## config.mk

```make
export PLATFORM = sky130hd
export DESIGN_NAME = imem_loader
export DESIGN_NICKNAME = d
export VERILOG_FILES = /design/src/rtl/mips_pkg.sv /design/src/rtl/word_assembler.sv /design/src/rtl/imem_loader.sv
export SDC_FILE = /design/constraint.sdc
export NUM_CORES = 1
export LEC_CHECK = 0
export ABC_AREA = 0
export CORE_MARGIN = 10
export CORE_UTILIZATION = 53
export DETAILED_ROUTE_END_ITERATION = 6
export PLACE_DENSITY = 0.83
export SETUP_SLACK_MARGIN = 0.15
export SLEW_MARGIN = 0
export SYNTH_ARGS = -nofsm -noshare
export SYNTH_HDL_FRONTEND = slang
export SYNTH_SLANG_ARGS = --single-unit
```

## constraint.sdc

```tcl
create_clock -name clk -period 4.1 [get_ports clk]
set_input_delay 0.41 -clock clk [delete_from_list [all_inputs] [get_ports clk]]
set_output_delay 0.41 -clock clk [all_outputs]
set_load 0.01 [all_outputs]
```

## src/rtl/mips_pkg.sv

```systemverilog
// Shared types and constants for the instruction-memory loader.
// Latency: n/a (declarations only).
// Backpressure: n/a.
package mips_pkg;

    // Default instruction-memory word-address width (matches the core PC width).
    localparam int IMEM_AW    = 8;
    // Bytes per instruction word.
    localparam int WORD_BYTES = 4;
    // Width of the byte-within-word counter.
    localparam int BCNT_W     = $clog2(WORD_BYTES);

    typedef enum logic [1:0] {
        IDLE  = 2'd0,
        LOAD  = 2'd1,
        WRITE = 2'd2,
        DONE  = 2'd3
    } loader_state_t;

endpackage

```

## src/rtl/word_assembler.sv

```systemverilog
// Packs a big-endian byte stream into 32-bit words (first byte lands in [31:24]).
// Latency: word complete on the edge accepting its last byte; last is combinational.
// Backpressure: none of its own; the parent decides when a byte is pushed.
module word_assembler
    import mips_pkg::*;
(
    input  logic        clk,
    input  logic        rst_n,
    input  logic        clr,
    input  logic        push,
    input  logic [7:0]  in_byte,
    output logic [31:0] word,
    output logic        last
);

    logic [BCNT_W-1:0] byte_cnt_q, byte_cnt_d;
    logic [31:0]       word_q, word_d;

    // Shift the new byte in at the bottom; after four pushes byte 0 sits at the top.
    always_comb begin
        byte_cnt_d = byte_cnt_q;
        word_d     = word_q;
        if (clr) begin
            byte_cnt_d = '0;
            word_d     = '0;
        end else if (push) begin
            word_d = {word_q[23:0], in_byte};
            if (byte_cnt_q == BCNT_W'(WORD_BYTES - 1)) begin
                byte_cnt_d = '0;
            end else begin
                byte_cnt_d = byte_cnt_q + BCNT_W'(1);
            end
        end
    end

    // Assembly state; cleared asynchronously so a reset drops any partial word.
    always_ff @(posedge clk or negedge rst_n) begin
        if (!rst_n) begin
            byte_cnt_q <= '0;
            word_q     <= '0;
        end else begin
            byte_cnt_q <= byte_cnt_d;
            word_q     <= word_d;
        end
    end

    assign word = word_q;
    assign last = push && !clr && (byte_cnt_q == BCNT_W'(WORD_BYTES - 1));

endmodule

```

## src/rtl/imem_loader.sv

```systemverilog
// Streams program bytes into instruction memory, then releases the core from reset.
// Latency: wr_en asserts the cycle after the 4th byte of a word is accepted.
// Backpressure: in_ready only in LOAD; dropped during the one-cycle WRITE.
module imem_loader #(
    parameter int IMEM_AW = mips_pkg::IMEM_AW,
    parameter int LEN_W   = 8
) (
    input  logic               clk,
    input  logic               rst_n,
    input  logic               start,
    input  logic [LEN_W-1:0]   load_len,
    input  logic               abort,
    input  logic               in_valid,
    input  logic [7:0]         in_byte,
    output logic               in_ready,
    output logic               wr_en,
    output logic [IMEM_AW-1:0] wr_addr,
    output logic [31:0]        wr_data,
    output logic               busy,
    output logic               done,
    output logic               cpu_rst_n
);

    import mips_pkg::*;

    loader_state_t      state_q, state_d;
    logic [LEN_W-1:0]   len_q, len_d;
    logic [LEN_W-1:0]   word_cnt_q, word_cnt_d;
    logic [IMEM_AW-1:0] addr_q, addr_d;

    logic               asm_clr;
    logic               asm_push;
    logic               asm_last;
    logic [31:0]        asm_word;

    // Word count runs at LEN_W for the completion test; the address runs
    // alongside at IMEM_AW so it wraps independently of the length width.
    word_assembler u_asm (
        .clk     (clk),
        .rst_n   (rst_n),
        .clr     (asm_clr),
        .push    (asm_push),
        .in_byte (in_byte),
        .word    (asm_word),
        .last    (asm_last)
    );

    // Next-state, counter updates and state-decoded outputs; abort wins over everything.
    always_comb begin
        state_d    = state_q;
        len_d      = len_q;
        word_cnt_d = word_cnt_q;
        addr_d     = addr_q;
        asm_clr    = 1'b0;
        asm_push   = 1'b0;
        in_ready   = 1'b0;
        wr_en      = 1'b0;
        busy       = 1'b0;
        done       = 1'b0;
        cpu_rst_n  = 1'b0;

        case (state_q)
            IDLE, DONE: begin
                if (state_q == DONE) begin
                    done      = 1'b1;
                    cpu_rst_n = 1'b1;
                end
                if (start) begin
                    len_d      = load_len;
                    word_cnt_d = '0;
                    addr_d     = '0;
                    asm_clr    = 1'b1;
                    state_d    = (load_len == '0) ? DONE : LOAD;
                end
            end
            LOAD: begin
                in_ready = 1'b1;
                busy     = 1'b1;
                asm_push = in_valid;
                // A stalled in_valid simply leaves everything where it is.
                if (asm_last) begin
                    state_d = WRITE;
                end
            end
            WRITE: begin
                busy       = 1'b1;
                wr_en      = 1'b1;
                word_cnt_d = word_cnt_q + LEN_W'(1);
                addr_d     = addr_q + IMEM_AW'(1);
                state_d    = ((word_cnt_q + LEN_W'(1)) == len_q) ? DONE : LOAD;
            end
            default: begin
                state_d = IDLE;
            end
        endcase

        // Cancel: drop any partial word, suppress a pending write, go idle.
        if (abort) begin
            state_d    = IDLE;
            word_cnt_d = '0;
            addr_d     = '0;
            asm_clr    = 1'b1;
            asm_push   = 1'b0;
            wr_en      = 1'b0;
        end
    end

    // FSM and counter registers with asynchronous active-low reset.
    always_ff @(posedge clk or negedge rst_n) begin
        if (!rst_n) begin
            state_q    <= IDLE;
            len_q      <= '0;
            word_cnt_q <= '0;
            addr_q     <= '0;
        end else begin
            state_q    <= state_d;
            len_q      <= len_d;
            word_cnt_q <= word_cnt_d;
            addr_q     <= addr_d;
        end
    end

    assign wr_addr = addr_q;
    assign wr_data = asm_word;

endmodule

```

# After elaboration in Yosys (flattened, before gate mapping)
# Index checks and enable logic that the tools add are counted.
# op_classes
addsub,3
n_mux,27
reduce_logical,12
eq_ne,7
# ops
operator,n
$mux 32,2
$pmux 8 s2,2
$mux 8,3
$add 8x1->8 const B,2
$mux 2,8
$mux 1,11
$eq 8x8->1,1
$logic_not 8->1,1
$eq 2x2->1 const B,3
$ne 3x3->1 const B,2
$pmux 2 s3,1
$reduce_and 2->1,3
$reduce_or 2->1,2
$reduce_bool 3->1,1
$add 2x1->2 const B,1
$eq 2x1->1 const B,1
$logic_and 1x1->1,2
$logic_not 2->1,1
$reduce_bool 2->1,1
$logic_not 1->1,1
# totals
wordCells,55
ff_bits,60
inputBits,21

# Logic depth before layout (Yosys ltp)
# Gate-level depths: netlist of run 1.
# logic_depth
depth_word,10
mapped_depth,8

# Cells and area by module
# From an unflattened synthesis of run 1, not the netlist that was laid out.
# unflattened
cells_unflattened,263
hier_area_um2,2910.3
# modules_own_cells
mod,cells_per_inst,seq_area_each_um2,n_inst,area_per_inst_um2
imem_loader,150,650.6,1,1478.9
word_assembler,113,850.8,1,1431.4

# Least setup slack after synthesis of run 1
# OpenSTA, ideal clock, no wires.
# synth_path
path_kind,reg-to-reg
startpoint,reg state_q[0]
endpoint,reg u_asm.byte_cnt_q[0]
n_path_buf,2
t_arrival_ns,1.764
path_slack_ns,2.269
path_stages_with_launch,8
setup_ns,0.066
period_less_slack_ns,1.831
path_cell_list,dfrtp_1 -> inv_1 -> ha_1 -> a21oi_1 -> and3_1 -> clkbuf_2 -> clkbuf_1 -> a22o_1
# synth_via
elab_chain_len,5
# synth_lines
element,line_no,source
start: declaration,imem_loader.sv:26,"loader_state_t state_q, state_d;"
start signal: assignment,imem_loader.sv:116,state_q <= state_d;
$eq 2x2->1 or $logic_not 2->1 (tied branches),imem_loader.sv:62,case (state_q)
$reduce_or 2->1,imem_loader.sv:62,
$mux 1,imem_loader.sv:62,
$mux 1,imem_loader.sv:98,if (abort) begin
$mux 2 or $reduce_bool 2->1 (tied branches),-,
end signal: assignment,word_assembler.sv:42,byte_cnt_q <= byte_cnt_d;
end: declaration,word_assembler.sv:16,"logic [BCNT_W-1:0] byte_cnt_q, byte_cnt_d;"
# Several ways; a longest one is shown, not always the timed one.
# A chain may end at the register's enable or synchronous reset.

# Final worst setup path of run 1
# layout_path
startpoint,reg state_q[0]
endpoint,reg u_asm.word_q[4] (netlist: u_asm.word[4])
# layout_via
elab_chain_len,5
# layout_lines
element,line_no,source
$eq 2x2->1 or $logic_not 2->1 (tied branches),imem_loader.sv:62,
$reduce_or 2->1,imem_loader.sv:62,
$mux 1,imem_loader.sv:62,
$mux 1,imem_loader.sv:98,
$mux 32 or $reduce_bool 2->1 (tied branches),-,
end signal: assignment,word_assembler.sv:43,word_q <= word_d;
end: declaration,word_assembler.sv:17,"logic [31:0] word_q, word_d;"
# Several ways; a longest one is shown, not always the timed one.

==> flow_summary.yaml, run 1 <==
grt:
  busiest_layer: "met2"
  antenna_found_initial: 0
  grt_max_degree: 47
  grt_usage: 0.157
  use_met3: 0.0510
  grt_pass1_wl_um: 10600
  gr-usage-met1: 0.197
  grtUsageMet2: 0.248
  overflow: 0
  grt_pass1_vias: 2031
synth:
  syn_area_sq_um: 2690
  yosys.area.top_type: "dfrtp_1"
  syn_nets: 258
  postSynthAreaPerCell_sq_um: 11.7
  seq_area_frac_synth: 0.558
  postSynthCellCount: 230
  synth_seq_cells: 60
  synth_edf_count: 0
  yosys.cell_types.count: 39
  synth.top_cell.area_share: 0.558
  synth_area_leaders: "dfrtp_1 (56%), a22o_1 (12%), mux2_2 (3.3%), ha_1 (3.3%), xor2_1 (3.3%)"
  synth_ff_type: "dfrtp_1"
  post-synth-top-count-cell: "dfrtp_1"
  async_flop_share: 1.00
  synthTopCellsByCount: "dfrtp_1 (60), a22o_1 (36), o21ai_0 (17)"
  ys_warn_count: 0
layout:
  area_growth_pct: 33.9
  final_nets: 328
  final_util: 0.748
  stdcell_area_sq_um: 3600
  fillers: 368
  drive_above_1_share: 0.111
  antenna_cells: 0
route:
  finalWirelength_um: 6320
  dr.first_iter.drc_count: 118
  ant_nets: 0
  vias: 2060
  drc: 0
  dr.pass1.iters: 4
  routed_via_density: 5.54
  wl_per_cell_um: 17.0
timing:
  tightestPinTransition_ns: 1.17
  setup_viol: 0
  slew_violations: 0
  clock.fmax_mhz: 405
  rsz0062_at_grt: "no"
  timing.final.crit_period_ns: 2.47
  slew_headroom: 0.218
  finalHoldViolCount: 0
  tns_ns: 0
  finalCritPeriodShare: 0.602
  skew_ns: 0.00697
  hold_slack_ns: 0.505
worst_setup_path:
  crit_arrival_ns: 2.73
  endpoint_kind: "flip-flop"
  worstPathCellList: "inv_1 > ha_1 > a21oi_1 > and3_1 > a22o_1"
  cp_slowest_cell: "and3_1"
  reg2reg_from: "state_q[0]$_DFFE_PN0P_"
  worstSetupPathType: "flip-flop to flip-flop"
  critical_path_required_ns: 4.36
  setup.worst_path.start_class: "flip-flop"
  worst_path_largest_cell_delay_ns: 0.99
  cp-endpoint: "u_asm.word[4]$_DFFE_PN0P_"
  reg2reg_slack_ns: 1.63
  cp_max_fo: 34
  worstReg2RegEnd: "u_asm.word[4]$_DFFE_PN0P_"
  cp-startpoint: "state_q[0]$_DFFE_PN0P_"
  worstRegToRegCells: 5
clocking:
  clk_latency_ns: 0.33
  path_clk_slew_ns: 0.07
  hold_buffers: 1
  clock-sinks: 60
  cts_max_level: 3
  cts_tree: "done"
  post-cts-setup-buffers: 0
  cts_made_buffers: 9
  post_cts_resize_count: 0
  root_buffer: "clkbuf_8"
  clock_tree.buffer_depth: 2
die:
  die_w_um: 91.2
  io_pins: 66
  initial_core_util: 0.558
  dieArea_sq_um: 8330
  coreArea_sq_um: 4820
  die_h_um: 91.2
  fp-row-count: 25
power_and_ir_drop:
  p_leak_nw: 1.58
  power_density_nw_per_um2: 469
  vdd_drop_max_v: 0.000306
placement:
  dpl-instance-area_sq_um: 3390
  gp_congestion: 0.807
  hpwl_um: 4590
  io_buffers: 65
hold_path:
  hp-class: "input port to async pin"
job:
  drv_cap: 0
status:
  status: "finished, final reports clean"
cells in the final DEF (no fill, tap or decap), drive strengths merged, types with 2 or more instances in the layout:
cell,n
o21ai,18
clkinv,3
nand3,7
buf,4
a21oi,5
xor2,10
nand2,14
a211oi,3
dfrtp,60
a22o,36
xnor2,6
o31ai,2
mux2,8
and3,3
nor2,15
clkinvlp,2
or3,2
clkdlybuf4s50,64
inv,4
nand4,2
nand2b,2
ha,7
nor4,3
nor2b,3
clkbuf,10
cell type report:
cell class / instances / area, sq um / share of cell area
Inverter: 4 / 15.0 / 0.00417
Clock inverter: 6 / 63.8 / 0.0177
Sequential cell: 60 / 1500 / 0.417
Multi-Input combinational cell: 156 / 1120 / 0.311
Clock buffer: 10 / 138 / 0.0382
Tap cell: 67 / 83.8 / 0.0233
Timing Repair Buffer: 69 / 678 / 0.188
per-layer routing:
layer,up-vias,routed length [um]
li1,992,-
met1,1005,2790
met2,58,3090
met3,5,371
met4,0,65
met5,-,0
power breakdown:
part           internal (mW)  switching [mW]
Sequential             0.656          0.0644
Clock                  0.296           0.233
Combinational          0.205           0.236
Total                   1.16           0.533
how the worst min path moves through the flow:
stage	depth (start not counted)	end	from	slack, ns
2_1_floorplan	0	len_q[0]$_DFFE_PN0P_	rst_n	0.11
3_3_place_gp	1	word_cnt_q[7]$_DFFE_PN0P_	rst_n	0.33
6_report	2	wr_addr[1]$_DFFE_PN0P_	rst_n	0.51
5_1_grt	1	u_asm.word[25]$_DFFE_PN0P_	u_asm.word[25]$_DFFE_PN0P_	0.53
4_1_cts	2	wr_addr[2]$_DFFE_PN0P_	rst_n	0.51
3_5_place_dp	1	word_cnt_q[7]$_DFFE_PN0P_	rst_n	0.34
cell families (layout without fill, tap and decap cells):
kind of cell | Yosys count | after routing | share of synthesized area
buf+inv | 14 | 89 | 0.0251
flops | 60 | 60 | 0.558
fa+ha+maj | 7 | 7 | 0.0326
simple gates | 56 | 56 | 0.105
xor+xnor | 16 | 16 | 0.0521
mux | 9 | 9 | 0.0372
compound gates | 68 | 68 | 0.190
registers in the layout, summed over array words and instances (netlist names):
name and cells:
u_asm.word 32, u_asm.byte_cnt_q 2, state_q 2, wr_addr 8
word_cnt_q 8, len_q 8
metrics by stage:
step | instances | power (mW) | setup slack [ns]
floorplan | 230 | 1.01 | 2.27
global placement | 355 | 1.15 | 1.64
detailed placement | 355 | 1.17 | 1.58
CTS | 372 | 1.70 | 1.62
global route | 372 | 1.79 | 1.38
finish | 372 | 1.69 | 1.63
critical path: cells and delay by family (launching register included):
kind / cells / cell delay (ns)
DFF: 1 / 0.42
adders and majority gates: 1 / 0.38
buffers and inverters: 1 / 0.06
AOI/OAI and AO/OA: 2 / 0.54
and+or+nand+nor: 1 / 0.99
No activity file was read; power rests on OpenSTA's default activity.
==> inputs of run 2 (changes only) <==
--- a/config.mk
+++ b/config.mk
@@ -7,9 +7,9 @@
 export LEC_CHECK = 0
 export ABC_AREA = 0
 export CORE_MARGIN = 10
-export CORE_UTILIZATION = 53
+export CORE_UTILIZATION = 44
 export DETAILED_ROUTE_END_ITERATION = 6
-export PLACE_DENSITY = 0.83
+export PLACE_DENSITY = 0.73
 export SETUP_SLACK_MARGIN = 0.15
 export SLEW_MARGIN = 0
 export SYNTH_ARGS = -nofsm -noshare
==> constraint.sdc (replaced) <==
create_clock -name clk -period 2 [get_ports clk]
set_input_delay 0.2 -clock clk [delete_from_list [all_inputs] [get_ports clk]]
set_output_delay 0.2 -clock clk [all_outputs]
set_load 0.01 [all_outputs]
==> run 2 against run 1 <==
Net effect: critical path depth is 1 higher; hold slack worse by 0.11 ns; clock skew barely moved.
==> flow_summary.yaml, run 2 (same netlist as run 1, synthesis figures left out) <==
clocking:
  cts_made_buffers: 9
  clock-sinks: 60
  root_buffer: "clkbuf_8"
  clk_latency_ns: 0.34
  path_clk_slew_ns: 0.07
  cts_tree: "done"
  clock_tree.buffer_depth: 2
  cts_max_level: 3
grt:
  overflow: 0
  antenna_found_initial: 0
  grt_usage: 0.138
  grt_pass1_wl_um: 10900
  grt_pass1_vias: 2214
  grt_max_degree: 35
worst_setup_path:
  setup.worst_path.start_class: "flip-flop"
  reg2reg_slack_ns: 0.13
  worstSetupPathType: "flip-flop to flip-flop"
  worstReg2RegEnd: "state_q[1]$_DFFE_PN0P_"
  endpoint_kind: "flip-flop"
  worstRegToRegCells: 6
  critical_path_required_ns: 2.26
  cp_max_fo: 7
  crit_arrival_ns: 2.13
  reg2reg_from: "state_q[1]$_DFFE_PN0P_"
die:
  initial_core_util: 0.454
  dieArea_sq_um: 9640
  coreArea_sq_um: 5920
  io_pins: 66
  fp-row-count: 28
  die_h_um: 98.2
  die_w_um: 98.2
layout:
  largest_reg_flops: 32
  final_util: 0.632
  antenna_cells: 0
  stdcell_area_sq_um: 3740
  drive_above_1_share: 0.169
  fillers: 469
  final_nets: 337
  area_growth_pct: 39.1
  seq_area_sq_um: 1500
  layout_commonest_cell: "clkdlybuf4s50_1"
  most-common-layout-cells: "clkdlybuf4s50_1 (61), dfrtp_1 (59), a22o_1 (36)"
  multiInputGateArea_sq_um: 1180
route:
  dr.pass1.iters: 4
  routed_via_density: 5.50
  ant_nets: 0
  drc: 0
  wl_per_cell_um: 17.3
  finalWirelength_um: 6720
  vias: 2141
  dr.first_iter.drc_count: 144
hold_path:
  hp-class: "input port to async pin"
placement:
  hpwl_um: 4850
  pre_cts_ws_ns: -0.0217
  io_buffers: 65
  gp_congestion: 0.877
  dpl-instance-area_sq_um: 3470
timing:
  rsz0062_at_grt: "yes"
  tightestPinTransition_ns: 0.582
  timing.final.crit_period_ns: 1.87
  skew_ns: 0.00659
  slew_headroom: 0.612
  slew_violations: 0
  finalWorstSetupSlack_ns: 0.130
  setup_viol: 0
  clock.fmax_mhz: 535
  finalCritPeriodShare: 0.935
  finalHoldViolCount: 0
status:
  status: "finished, final reports clean"
power_and_ir_drop:
  vdd_drop_max_v: 0.000733
  p_leak_nw: 1.64
  power_density_nw_per_um2: 955
job:
  drv_cap: 0
## run 2: changes by cell type in the layout (fill, tap and decap cells not counted), moves of 2 or more
| cell | delta |
|---|---|
| buf_12 | +2 |
| buf_4 | +7 |
| clkdlybuf4s50_1 | -3 |
| clkinv_4 | +2 |
| dlygate4sd2_1 | +2 |
| ha_1 | -2 |
| ha_4 | +2 |
## run 2: layout make-up
cell class	instances	share of cell area
Inverter	4	0.00401
Clock buffer	9	0.0331
Sequential cell	60	0.402
Timing Repair Buffer	78	0.206
Clock inverter	7	0.0140
Tap cell	75	0.0251
Multi-Input combinational cell	156	0.316
## run 2: how the worst max path moves through the flow
stage	from	endpoint	slack, ns	cells after the start
after floorplan	state_q[0]$_DFFE_PN0P_	u_asm.byte_cnt_q[0]$_DFFE_PN0P_	0.17	7
after global placement	state_q[0]$_DFFE_PN0P_	wr_en	0.14	4
after detailed placement	state_q[0]$_DFFE_PN0P_	state_q[1]$_DFFE_PN0P_	-0.02	7
after CTS	state_q[0]$_DFFE_PN0P_	wr_en	0.06	4
after global routing	state_q[1]$_DFFE_PN0P_	state_q[1]$_DFFE_PN0P_	0.06	6
final	state_q[1]$_DFFE_PN0P_	state_q[1]$_DFFE_PN0P_	0.13	6
## run 2: power breakdown
group	switching, mW	leakage, nW	internal, mW
logic	0.577	0.739	0.560
clock network	0.511	0.0896	0.454
registers	0.126	0.815	1.34
## run 2: worst max-delay path, stage by stage (launching register included)
cell and delay (ns):
dfrtp_2 0.45, ha_4 0.28, nor4bb_2 0.39, nor4_1 0.14, a211oi_4 0.24, o211ai_1 0.13
o21ai_1 0.15
## run 2: routing by layer
layer  global-route usage  wire, um  share of wire  vias up
li1                     -         -              -     1001
met4               0.0684       119          0.018        0
met2                0.206      3120           0.46       65
met5                    0         0              0        -
met1                0.164      2950           0.44     1064
met3               0.0620       532          0.079       11
## run 2: timing repair
item,CTS,global route
resized for setup,8,8
hold buffers,1,0
hold endpoints to repair,25,0
setup buffers,1,2
setup endpoints to repair,6,3
pin swaps,0,5
## run 2: per-stage QoR
stage	hold WS [ns]	cells	total power, mW	TNS (ns)
global route	0.450	389	3.77	0
finish	0.390	389	3.57	0
floorplan	-0.0956	230	2.06	0
detailed placement	0.241	369	2.46	-0.0217
global placement	0.244	369	2.43	0
CTS	0.414	387	3.49	0
==> inputs of run 3 (changes only) <==
--- a/config.mk
+++ b/config.mk
@@ -7,9 +7,10 @@
 export LEC_CHECK = 0
 export ABC_AREA = 0
 export CORE_MARGIN = 10
-export CORE_UTILIZATION = 44
+export CORE_UTILIZATION = 46
+export CTS_BUF_LIST = sky130_fd_sc_hd__clkbuf_8
 export DETAILED_ROUTE_END_ITERATION = 6
-export PLACE_DENSITY = 0.73
+export PLACE_DENSITY = 0.76
 export SETUP_SLACK_MARGIN = 0.15
 export SLEW_MARGIN = 0
 export SYNTH_ARGS = -nofsm -noshare
==> run 3 against run 2 <==
Net effect: flip-flop and latch count did not move; clock skew grew 0.0037 ns; first-iteration DRC count down 15%; core utilization grew 3.5 points; final cell count is 0.77% lower.
==> flow_summary.yaml, run 3 (same netlist as run 1, synthesis figures left out) <==
timing:
  tightestPinTransition_ns: 0.427
  finalHoldViolCount: 0
  skew_ns: 0.0103
  setup_viol: 0
  timing.final.crit_period_ns: 1.78
  tns_ns: 0
  slew_violations: 0
  rsz0062_at_grt: "yes"
  clock.fmax_mhz: 563
  finalCritPeriodShare: 0.888
  slew_headroom: 0.716
grt:
  grt_max_degree: 35
  overflow: 0
  grt_pass1_vias: 2135
  antenna_found_initial: 0
  grt_usage: 0.142
  grt_pass1_wl_um: 10200
placement:
  gp_congestion: 0.850
  io_buffers: 65
  hpwl_um: 4610
clocking:
  path_clk_slew_ns: 0.07
  clk_latency_ns: 0.34
  cts_made_buffers: 9
  cts_max_level: 3
  root_buffer: "clkbuf_8"
  clock-sinks: 60
  clock_tree.buffer_depth: 2
  cts_tree: "done"
worst_setup_path:
  reg2reg_slack_ns: 0.22
  crit_arrival_ns: 2.04
  cp_max_fo: 7
  reg2reg_from: "state_q[1]$_DFFE_PN0P_"
  endpoint_kind: "flip-flop"
  critical_path_required_ns: 2.26
  worstSetupPathType: "flip-flop to flip-flop"
  worstRegToRegCells: 6
  worstReg2RegEnd: "state_q[1]$_DFFE_PN0P_"
  setup.worst_path.start_class: "flip-flop"
layout:
  most-common-layout-cells: "clkdlybuf4s50_1 (61), dfrtp_1 (59), a22o_1 (36)"
  drive_above_1_share: 0.159
  area_growth_pct: 38.2
  final_nets: 337
  largest_reg_flops: 32
  antenna_cells: 0
  layout_commonest_cell: "clkdlybuf4s50_1"
  fillers: 434
  final_util: 0.667
route:
  dr.pass1.iters: 4
  ant_nets: 0
  wl_per_cell_um: 16.4
  finalWirelength_um: 6340
  drc: 0
  vias: 2082
  routed_via_density: 5.39
  dr.first_iter.drc_count: 123
die:
  fp-row-count: 27
  dieArea_sq_um: 9310
  die_w_um: 96.5
  initial_core_util: 0.483
  coreArea_sq_um: 5570
  die_h_um: 96.5
  io_pins: 66
status:
  status: "finished, final reports clean"
power_and_ir_drop:
  power_density_nw_per_um2: 956
  p_leak_nw: 1.64
  vdd_drop_max_v: 0.000723
job:
  drv_cap: 0
hold_path:
  hp-class: "input port to async pin"
## run 3: cell types whose count changed in the layout (fill, tap and decap cells not counted), sizes merged
| cell | delta |
|---|---|
| clkinv | -1 |
| bufinv | +1 |
## run 3: timing repair
action                     in CTS  in global routing
setup endpoints to repair       5                  8
hold endpoints to repair       17                  0
buffers inserted                1                  0
hold buffers                    1                  0
resized for setup               7                  6
pin swaps                       0                  1
## run 3: power by group
group | leakage (nW) | internal, mW | total, mW | switching (mW)
clock network | 0.100 | 0.570 | 1.06 | 0.493
logic | 0.729 | 0.501 | 1.03 | 0.525
registers | 0.815 | 1.35 | 1.47 | 0.121
total | 1.64 | 2.42 | 3.56 | 1.14
## run 3: how the worst max path moves through the flow
stage                                       from                         endpoint  slack, ns
after global routing      state_q[1]$_DFFE_PN0P_           state_q[1]$_DFFE_PN0P_       0.12
after CTS                 state_q[0]$_DFFE_PN0P_                             busy       0.04
final                     state_q[1]$_DFFE_PN0P_           state_q[1]$_DFFE_PN0P_       0.22
after global placement    state_q[0]$_DFFE_PN0P_           state_q[1]$_DFFE_PN0P_       0.16
after floorplan           state_q[0]$_DFFE_PN0P_  u_asm.byte_cnt_q[0]$_DFFE_PN0P_       0.17
after detailed placement  state_q[0]$_DFFE_PN0P_           state_q[1]$_DFFE_PN0P_       0.03
## run 3: layout make-up
class                      count  area (sq um)  share of cell area
clock inverter                 7          68.8              0.0185
inverter                       4          15.0             0.00404
clock buffer                   9           124              0.0333
multi-input combinational    156          1160               0.312
tap                           72          90.1              0.0242
timing repair buffer          78           758               0.204
sequential                    60          1500               0.404
## run 3: metal layers
| metal | global-route usage | wire length, um | vias up |
|---|---|---|---|
| met3 | 0.0486 | 465 | 6 |
| met4 | 0.0702 | 97 | 0 |
| met1 | 0.175 | 2800 | 1021 |
| met5 | 0 | 0 | - |
| met2 | 0.218 | 2970 | 50 |
| li1 | - | - | 1005 |
## run 3: per-stage QoR
stage	instances	worst slack, ns	cell area, sq um	hold WS, ns	power, mW
after detailed placement	368	0.0323	3470	0.163	2.44
after global routing	386	0.123	3720	0.376	3.75
after CTS	386	0.0411	3690	0.326	3.53
final	386	0.224	3720	0.321	3.56
after floorplan	230	0.169	2690	-0.0956	2.06
after global placement	368	0.160	3470	0.159	2.41
## run 3: critical path: stages (launching register included)
cell      delay, ns
dfrtp_2        0.45
ha_4           0.31
nor2_1         0.06
or3_4          0.37
a211oi_2       0.26
o211ai_1       0.12
o21ai_1        0.13
